===== src/rtl/full_adder_core.sv =====
// Registered ripple-carry adder: WIDTH full-adder cells chained through a carry vector,
// with the sum, carry-out and signed overflow captured on each accepted operand set.
module full_adder_core #(
    parameter int WIDTH = 1
) (
    input  logic             clk,
    input  logic             rst,
    input  logic             in_valid,
    input  logic [WIDTH-1:0] A,
    input  logic [WIDTH-1:0] B,
    input  logic             Cin,
    output logic [WIDTH-1:0] Sum,
    output logic             Ca,
    output logic             Ovf,
    output logic             out_valid
);

    // c[i] is the carry into cell i; c[WIDTH] is the carry out of the MSB cell.
    logic [WIDTH:0]   c;
    logic [WIDTH-1:0] s;

    assign c[0] = Cin;

    for (genvar i = 0; i < WIDTH; i++) begin : g_cell
        assign s[i]   = A[i] ^ B[i] ^ c[i];
        assign c[i+1] = (A[i] & B[i]) | (A[i] & c[i]) | (B[i] & c[i]);
    end

    // Result registers load only on accepted operands, so inputs are don't-care
    // (even X/Z) while in_valid is low.
    always_ff @(posedge clk) begin
        // NOTE: non-blocking assignments so every register samples pre-edge values.
        if (rst) begin
            Sum       <= '0;
            Ca        <= 1'b0;
            Ovf       <= 1'b0;
            out_valid <= 1'b0;
        end else begin
            out_valid <= in_valid;
            if (in_valid) begin
                Sum <= s;
                Ca  <= c[WIDTH];
                Ovf <= c[WIDTH] ^ c[WIDTH-1];
            end
        end
    end

endmodule


===== config.mk =====
export PLATFORM = sky130hd
export DESIGN_NAME = full_adder_core
export DESIGN_NICKNAME = d
export VERILOG_FILES = /design/src/rtl/full_adder_core.sv
export SDC_FILE = /design/constraint.sdc
export NUM_CORES = 1
export LEC_CHECK = 0
export BUFFER_PORTS_ARGS = -buffer_cell sky130_fd_sc_hd__clkbuf_2
export CAP_MARGIN = 20
export CORE_AREA = 3 3 40 42
export DETAILED_ROUTE_END_ITERATION = 6
export DIE_AREA = 0 0 43 45
export SLEW_MARGIN = 20
export SYNTH_ARGS = -nofsm -noshare
export SYNTH_HDL_FRONTEND = slang
export SYNTH_SLANG_ARGS = --single-unit

===== constraint.sdc =====
create_clock -name clk -period 0.8 [get_ports clk]
set_input_delay 0.04 -clock clk [delete_from_list [all_inputs] [get_ports clk]]
set_output_delay 0.04 -clock clk [all_outputs]
set_load 0.01 [all_outputs]

# Yosys cells after proc, flatten, opt, wreduce, memory -nomap -nowiden
# Cells that the tools add are included.
# classes
n_bitwise,8
# ops
operator,count
1-bit AND,3
1-bit XOR,3
1-bit OR,2
# word_totals
ff_bits,4
inputBits,6
output_inout_bits,4
word_cells,12

# Longest topological paths before layout
# Gate-level depths: netlist (run 1).
# logic_depth
depth_word,4
depth_mapped,3
ltp_nobuf,3

# Worst setup path before layout (run 1)
# Ideal clock, no wire load.
# synth_timing
path_kind,in2reg
startpoint,input A
endpoint,register Ovf
setup_time_ns,0.079
arrival_ns,0.809
required_time_ns,0.721
setup_slack_ns,-0.089
cell_stages,3
path_buffers,0
path_cell_list,fa_1 xnor2_1 a211oi_2
# synth_via
elab_chain_len,4
elab_cells_between_ends,5
classes_between,5 x bitwise
# synth_lines
item,line,rtl
from (decl),9,"input logic [WIDTH-1:0] A,"
1-bit AND,26,assign c[i+1] = (A[i] & B[i]) | (A[i] & c[i]) | (B[i] & c[i]);
1-bit OR * (2 in a row),26,
1-bit XOR *,43,Ovf <= c[WIDTH] ^ c[WIDTH-1];
to (signal assigned),43,
to (decl),14,"output logic Ovf,"
# Mark *: on every way between the ends. The rest lies on a longest branch, timed or not.
# A chain may end at the register's enable or synchronous reset.

# Final worst setup path (run 1)
# layout_timing
startpoint,register Sum
endpoint,output Sum
# layout_lines
item,line,rtl
from (decl),12,"output logic [WIDTH-1:0] Sum,"
from (signal assigned),41,Sum <= s;
# No word-level cell between the ends.

==> results of run 1 <==
==> power by group <==
part,switching (mW),internal (mW),leakage [nW]
Clock,0.0877,0.168,0.0138
Combinational,0.0433,0.0486,0.0794
Sequential,0.00696,0.216,0.0332
Total,0.138,0.433,0.126
==> synth_stat cells <==
library cell  n
dfxtp_1       4
nor2_1        3
mux2i_1       2
a211oi_2      1
fa_1          1
nor2b_1       1
xnor2_1       1
==> sequential cells by signal, indices dropped and copies added (netlist names) <==
register	count
Sum	1
out_valid	1
Ovf	1
Ca	1
==> cells in the final DEF (no fill, tap or decap) <==
cell	count
mux2i_1	2
dfxtp_1	4
fa_2	1
nor2b_1	1
a211oi_2	1
clkbuf_2	9
clkbuf_4	3
buf_4	1
nor2_1	3
xnor2_2	1
==> worst paths after layout <==
kind / from / to / cells after the start
worst max-delay path: Sum$_SDFFE_PP0P_ / Sum / 1
worst min-delay path: rst / Ovf$_SDFFE_PP0P_ / 2
worst max register to register: Ovf$_SDFFE_PP0P_ / Ovf$_SDFFE_PP0P_ / 2
worst min register to register: Ca$_SDFFE_PP0P_ / Ca$_SDFFE_PP0P_ / 2
==> layer usage <==
metal,GRT usage,vias to the layer above,wire length [um]
met1,0.0560,60,157
met2,0.0509,12,118
met4,0.0361,0,0
met5,0,-,0
li1,-,71,-
met3,0.0757,0,74
==> area by class of cell <==
class | instances | area [um2] | area share
Clock buffer | 3 | 22.5 | 0.0857
Sequential cell | 4 | 80.1 | 0.305
Multi-Input combinational cell | 9 | 88.8 | 0.338
Timing Repair Buffer | 10 | 52.6 | 0.200
Tap cell | 15 | 18.8 | 0.0714
==> metrics by stage <==
stage | hold slack, ps | cells | utilization
after floorplan | 105 | 13 | -
after detailed placement | 264 | 38 | 0.187
after global routing | 26.3 | 41 | 0.204
final | 19.5 | 41 | 0.204
after global placement | 267 | 38 | 0.187
after CTS | 13.9 | 41 | 0.204
==> cell families after synthesis <==
family | count (synthesis)
flops | 4
xor+xnor | 1
fa+ha+maj | 1
mux | 2
simple gates | 4
compound gates | 1
==> out/results.txt, run 1 <==
Max Slew Vio Count = 0
DR WL/cell = 8.54 um
GRT Util Overall = 0.0543
Layout Nets = 35
Crit path DAT = 700 ps
Clock sink count = 4
Initial antenna violation count = 0
CP Max Fanout = 2
Worst setup SP type = flip-flop
I/O Pins = 10
Vias per Instance = 3.49
Part of the cycle the worst path needs = 0.929
Worst Tran Pin Value = 124 ps
Post-Syn Area = 159 um2
Design Power = 570 uW
CTS tree = yes
Synth Area per Inst = 12.2 um2
Pre-CTS WS = -152 ps
Fin worst setup slack = 56.9 ps
Distinct cells, synth = 7
Number of global-route vias before repair = 144
RSZ-0062 raised after global routing = no
Synth Area in Adders = 0.126
Data required, critical path = 760 ps
Setup repair bufs after CTS = 0
Die area = 1940 um2
Clock skew = 0 ps
Critical path class = reg2out
Post-synthesis simple-gate area fraction = 0.110
FMAX = 1350 MHz
Relative slew slack = 0.915
Highest-delay cell along the critical path = dfxtp_1
Initial DRC count = 0
Number of routed nets with antenna violations = 0
Mux cell area share after synthesis = 0.126
First drt pass iteration count = 1
Max IR drop VDD = 0.000597 V
Synth Warn # = 0
Setup crit end kind = output pin
Max cap viols = 0
Post-Synth XOR/XNOR Area = 0.0551
Tmin final = 743 ps
Synth Area in Compound Gates = 0.0787
Final wirelength = 350 um
Cts repair resizes = 0
Core area = 1280 um2
Synth Instances = 13
Critical path buffers and inverters = 1
Power Dens Cells = 2170 nW/um2
Dpl cell area = 240 um2
Area fraction of the dominant cell type after synthesis = 0.504
N_diodes = 0
Area grow syn2layout = 65.4%
Largest family of logic cells by synthesized area = adder cells
R2R Setup Slk = 170 ps
Die H = 45 um
Chip Width = 43 um
First-pass GRT wire length = 641 um
Clk Latency, worst-skew pair = 230 ps
Largest cells by area after synthesis = dfxtp_1, fa_1, mux2i_1
Largest net degree at the start of global routing = 6
Seq/Total Area, Yosys = 0.504
Post-Layout Inst Area = 263 um2
Cell Chain, Critical Path = clkbuf_2
Leak = 0.126 nW
Slowest stage delay, CP = 330 ps
Fraction of layout cells with a size suffix above 1 = 0.615
FP Rows = 13
Grt total ovfl = 0
Synthesized flop and latch total = 4
Run status = finished, final reports clean
H-tree depth = 1
Syn Nets = 20
Final Hold Violating Endpoints = 0
Setup violations, final = 0
Cell taking the most area after synthesis = dfxtp_1
Top delay family on crit path = flip-flops
Reg clk slew, reported paths = 40 ps
CTS Buf Count = 3
Root Driver = clkbuf_4
Vias = 143
Worst Hold Class = in2reg
Port Buffers = 9
Filler cells = 147
GP Congestion = 0.631
CTS Hold Bufs = 0
Detailed-route DRC error count = 0
Total Neg Setup Slack = 0 ps
Initial core utilization = 0.124
Clock buffer depth = 2
(Power assumes the default switching activity.)
==> run 2, diff against run 1 <==
--- a/config.mk
+++ b/config.mk
@@ -5,11 +5,11 @@
 export SDC_FILE = /design/constraint.sdc
 export NUM_CORES = 1
 export LEC_CHECK = 0
-export BUFFER_PORTS_ARGS = -buffer_cell sky130_fd_sc_hd__clkbuf_2
 export CAP_MARGIN = 20
 export CORE_AREA = 3 3 40 42
 export DETAILED_ROUTE_END_ITERATION = 6
 export DIE_AREA = 0 0 43 45
+export DONT_BUFFER_PORTS = 1
 export SLEW_MARGIN = 20
 export SYNTH_ARGS = -nofsm -noshare
 export SYNTH_HDL_FRONTEND = slang
==> run 2 against run 1 <==
Compared with the run above: the run now ends with hold timing left; first-iteration DRC count is the same; routed wire length grew 14%; non-clock buffer count shrank 7; combinational power shrank 28%; critical path type is now in2reg; largest power group unchanged; clock power shrank 4%.
==> out/results.txt, run 2 (same netlist as run 1, synthesis figures left out) <==
Multi-input combinational cell area = 88.8 um2
DR WL/cell = 11.8 um
Area grow syn2layout = 49.6%
Fraction of layout cells with a size suffix above 1 = 0.368
Worst Hold Class = in2reg
Part of the cycle the worst path needs = 0.966
Crit path DAT = 890 ps
Clock share of power = 0.453
Setup crit end kind = flip-flop
Cts repair resizes = 0
Pre-CTS WS = -61.0 ps
Clock skew = 0 ps
H-tree depth = 1
Vias per Instance = 3.53
Chip Width = 43 um
Highest-delay cell along the critical path = dlygate4sd3_1
Final Hold Violating Endpoints = 1
CTS tree = yes
Commonest non-fill, non-tap cell in the layout = dfxtp_1
Max Slew Vio Count = 0
Core area = 1280 um2
Most frequent cells in the layout = dfxtp_1, nor2_1, clkbuf_4
Reg2reg start = Sum$_SDFFE_PP0P_
Sw frac = 0.219
Sequential Power Share = 0.425
Top delay family on crit path = buffers and inverters
NetSw = 119 uW
Design Power = 541 uW
Detailed-route DRC error count = 0
Tmin final = 773 ps
Grt total ovfl = 0
I/O Pins = 10
Max IR drop VDD = 0.000443 V
Sequential standard cell area = 80.1 um2
Internal = 422 uW
Run status = finished, violations left
GP Congestion = 0.626
CTS Buf Count = 3
Initial DRC count = 0
Port Buffers = 0
Vias = 120
Critical path class = in2reg
Data required, critical path = 920 ps
Fin worst setup slack = 27.1 ps
Filler cells = 140
Clock buffer depth = 2
Setup repair bufs after CTS = 0
Reg clk slew, reported paths = 40 ps
Cell Chain, Critical Path = dlygate4sd3_1 > mux2i_1 > nor2_1
CP startpoint = in_valid
Placed cells = 29
Clock sink count = 4
Final Non-Filler Cells = 34
Clk Latency, worst-skew pair = 230 ps
Worst setup SP type = input pin
Number of global-route vias before repair = 137
Slowest stage delay, CP = 610 ps
Setup violations, final = 0
CTS Hold Bufs = 1
Comb pwr share = 0.122
Die area = 1940 um2
Dpl cell area = 195 um2
First-pass GRT wire length = 641 um
N_diodes = 0
Hold Slack = -9.12 ps
RSZ-0062 raised after global routing = no
Critical path buffers and inverters = 1
Initial antenna violation count = 0
Leak = 0.0966 nW
First drt pass iteration count = 1
Max cap viols = 0
Failing checks = hold timing
GRT Util Overall = 0.0542
Final wirelength = 400 um
Worst hold start = in_valid
Relative slew slack = 0.883
Number of routed nets with antenna violations = 0
CP Max Fanout = 3
Initial core utilization = 0.124
FP Rows = 13
FMAX = 1290 MHz
Root Driver = clkbuf_4
Largest net degree at the start of global routing = 6
Die H = 45 um
Worst Tran Pin Value = 174 ps
Layout Nets = 28
Power Dens Cells = 2280 nW/um2
Post-Layout Inst Area = 238 um2
-- run 2: cell types whose count changed in the layout (fill, tap and decap cells not counted), sizes merged --
cell         before  now
clkbuf           12    3
dlygate4sd3       0    2
-- run 2: power groups by stage --
stage	Sequential [mW]	Clock (mW)	Combinational, mW
after floorplan	0.233	0	0.0397
after global placement	0.233	0	0.0513
after detailed placement	0.233	0	0.0547
after CTS	0.230	0.261	0.0616
after global routing	0.231	0.286	0.0748
final	0.230	0.245	0.0661
-- run 2: layer usage --
layer  share of wire  track usage
met1            0.32       0.0362
met5               0            0
met2            0.45       0.0659
met3            0.23       0.0876
met4               0       0.0361
-- run 2: worst register-to-register path, cell delays in order (launching register included) --
cell and delay (ps):
dfxtp_1 340, mux2i_1 150, nor2_1 60
-- run 2: stage by stage --
step	utilization	TNS [ps]	hold slack [ps]
detailed placement	0.152	-64.0	111
global placement	0.152	-19.6	106
finish	0.185	0	-9.12
global route	0.185	0	4.31
CTS	0.177	0	-98.3
floorplan	-	-1.76	105
-- run 2: path summary, 6_finish.rpt --
check                           slack (ps)  cells past startpoint                to
worst max-delay path                    30                      3   Ca$_SDFFE_PP0P_
worst min-delay path                    -9                      2  Sum$_SDFFE_PP0P_
worst max register to register         150                      2  Sum$_SDFFE_PP0P_
worst min register to register         560                      2  Ovf$_SDFFE_PP0P_
-- run 2: cell type report --
class / instances / area share
tap: 15 / 0.0789
clock buffer: 3 / 0.0947
multi-input combinational: 9 / 0.374
timing repair buffer: 3 / 0.116
sequential: 4 / 0.337
==> run 3, diff against run 2 <==
--- a/config.mk
+++ b/config.mk
@@ -5,6 +5,7 @@
 export SDC_FILE = /design/constraint.sdc
 export NUM_CORES = 1
 export LEC_CHECK = 0
+export ABC_AREA = 1
 export CAP_MARGIN = 20
 export CORE_AREA = 3 3 40 42
 export DETAILED_ROUTE_END_ITERATION = 6
==> run 3 against run 2 <==
Compared with the run above: critical path depth up 1; the run now ends clean; sequential power down 2%; clock skew unchanged; largest cell class is now registers.
==> out/results.txt, run 3 <==
CTS tree = yes
Part of the cycle the worst path needs = 0.914
Setup violations, final = 0
Synth cell count leaders = nand2_1, dfxtp_1, inv_1
Largest net degree at the start of global routing = 5
Seq/Total Area, Yosys = 0.471
Final wirelength = 393 um
Core area = 1280 um2
Detailed-route DRC error count = 0
Clock skew = 0 ps
Crit path DAT = 900 ps
Synthesized flop and latch total = 4
Clock sink count = 4
FMAX = 1370 MHz
Post-Layout Inst Area = 246 um2
Critical path class = in2reg
Reg2reg path depth = 4
Hpwl dp = 293 um
Grt total ovfl = 0
Count leader, synth = nand2_1
Clock share of power = 0.460
First drt pass iteration count = 2
Final Non-Filler Cells = 44
Worst setup SP type = input pin
First-pass GRT wire length = 614 um
Chip Width = 43 um
Max IR drop VDD = 0.00102 V
Number of routed nets with antenna violations = 0
GP Congestion = 0.697
Ys flop type = dfxtp_1
Synth Warn # = 0
Largest cells by area after synthesis = dfxtp_1, nand2_1, fa_1
Root Driver = clkbuf_4
Commonest non-fill, non-tap cell in the layout = nand2_1
Max Slew Vio Count = 0
Distinct cells, synth = 8
GRT Util Overall = 0.0534
Worst hold start = in_valid
R2R Setup Slk = 140 ps
Placed cells = 39
Reg2reg start = Ovf$_SDFFE_PP0P_
Comb pwr share = 0.119
Clock buffer depth = 2
Sw frac = 0.224
Final Hold Violating Endpoints = 0
Max cap viols = 0
Leak = 0.120 nW
Number of global-route vias before repair = 146
Total Neg Setup Slack = 0 ps
Fin worst setup slack = 68.6 ps
WHS Endpoint = Ovf$_SDFFE_PP0P_
Reg clk slew, reported paths = 40 ps
Initial core utilization = 0.132
Initial DRC count = 4
Hold Slack = 20.4 ps
Cts repair resizes = 0
Layout Nets = 38
Cell Chain, Critical Path = dlygate4sd3_1 > inv_1 > nand2_1 > a21oi_1
FP Rows = 13
Setup repair bufs after CTS = 0
Sequential Power Share = 0.421
Data required, critical path = 970 ps
Relative slew slack = 0.887
Highest-delay cell along the critical path = dlygate4sd3_1
Setup crit end kind = flip-flop
Clk Latency, worst-skew pair = 230 ps
N_diodes = 0
Synth Area per Inst = 7.73 um2
NetSw = 120 uW
Dpl cell area = 204 um2
DR WL/cell = 8.93 um
Worst Tran Pin Value = 170 ps
Internal = 415 uW
Async set-reset flop share out of synthesis = 0
Area fraction of the dominant cell type after synthesis = 0.471
Vias = 156
WHS Path Cells = 4
Die H = 45 um
Worst Hold Class = in2reg
Critical R2R Capture = Ovf$_SDFFE_PP0P_
Run status = finished, final reports clean
Vias per Instance = 3.55
CP Max Fanout = 4
Filler cells = 151
H-tree depth = 1
Cell taking the most area after synthesis = dfxtp_1
Power Dens Cells = 2170 nW/um2
Pre-CTS WS = -32.2 ps
Fraction of layout cells with a size suffix above 1 = 0.207
Area grow syn2layout = 44.9%
Synth Instances = 22
Die area = 1940 um2
Post-synth EDFFs = 0
Most frequent cells in the layout = nand2_1, dfxtp_1, inv_1
RSZ-0062 raised after global routing = no
CTS Buf Count = 3
Syn Nets = 29
I/O Pins = 10
Initial antenna violation count = 0
Post-Syn Area = 170 um2
Tmin final = 731 ps
Port Buffers = 0
Slowest stage delay, CP = 590 ps
## run 3: cell count changes after synthesis, moves of 2 or more
cell / before / now
nand2_1: 0 / 7
mux2i_1: 2 / 0
a21oi_1: 0 / 2
inv_1: 0 / 4
## run 3: kinds of logic (layout without fill, tap and decap cells)
kind of cell	Yosys count	in the layout	synth area share
fa+ha+maj	1	1	0.118
compound gates	2	2	0.0588
simple gates	11	11	0.265
flops	4	4	0.471
buf+inv	4	11	0.0882
## run 3: area by class of cell
cell class / instances / area [um2] / share of cell area
flip-flops and latches: 4 / 80.1 / 0.325
well taps: 15 / 18.8 / 0.0761
inverters: 4 / 15.0 / 0.0609
clock buffers: 3 / 22.5 / 0.0914
repair buffers: 4 / 35.0 / 0.142
multi-input cells: 14 / 75.1 / 0.305
## run 3: power by group through the flow
stage | sequential [mW] | clock, mW | combinational (mW)
2_1_floorplan | 0.230 | 0 | 0.0325
3_3_place_gp | 0.229 | 0 | 0.0506
3_5_place_dp | 0.229 | 0 | 0.0521
4_1_cts | 0.226 | 0.262 | 0.0648
5_1_grt | 0.228 | 0.279 | 0.0721
6_report | 0.225 | 0.246 | 0.0635
## run 3: stage by stage
| step | utilization | power, mW |
|---|---|---|
| floorplan | - | 0.263 |
| CTS | 0.192 | 0.552 |
| global route | 0.192 | 0.579 |
| finish | 0.192 | 0.535 |
| detailed placement | 0.159 | 0.281 |
| global placement | 0.159 | 0.279 |
## run 3: how the worst max path moves through the flow
stage                   from                to  cells past startpoint
floorplan                  A  Ovf$_SDFFE_PP0P_                      5
global placement           A  Ovf$_SDFFE_PP0P_                      5
detailed placement         A  Ovf$_SDFFE_PP0P_                      5
CTS                 in_valid  Sum$_SDFFE_PP0P_                      4
global route        in_valid  Sum$_SDFFE_PP0P_                      4
finish              in_valid  Sum$_SDFFE_PP0P_                      4
## run 3: critical path, delay by kind of cell
kind | cells | cell delay, ps
compound gates | 1 | 110
buf+inv | 2 | 690
simple gates | 1 | 50
## run 3: per-layer routing
metal / wire length (um) / up-vias / GRT usage
met2: 176 / 8 / 0.0689
li1: - / 80 / -
met1: 139 / 68 / 0.0340
met4: 0 / 0 / 0.0361
met3: 77 / 0 / 0.0837
met5: 0 / - / 0
## run 3: what timing repair did
action | 4_1_cts | 5_1_grt
hold buffers | 2 | 0
hold endpoints to repair | 4 | 0
endpoints found under the setup margin | 0 | 0
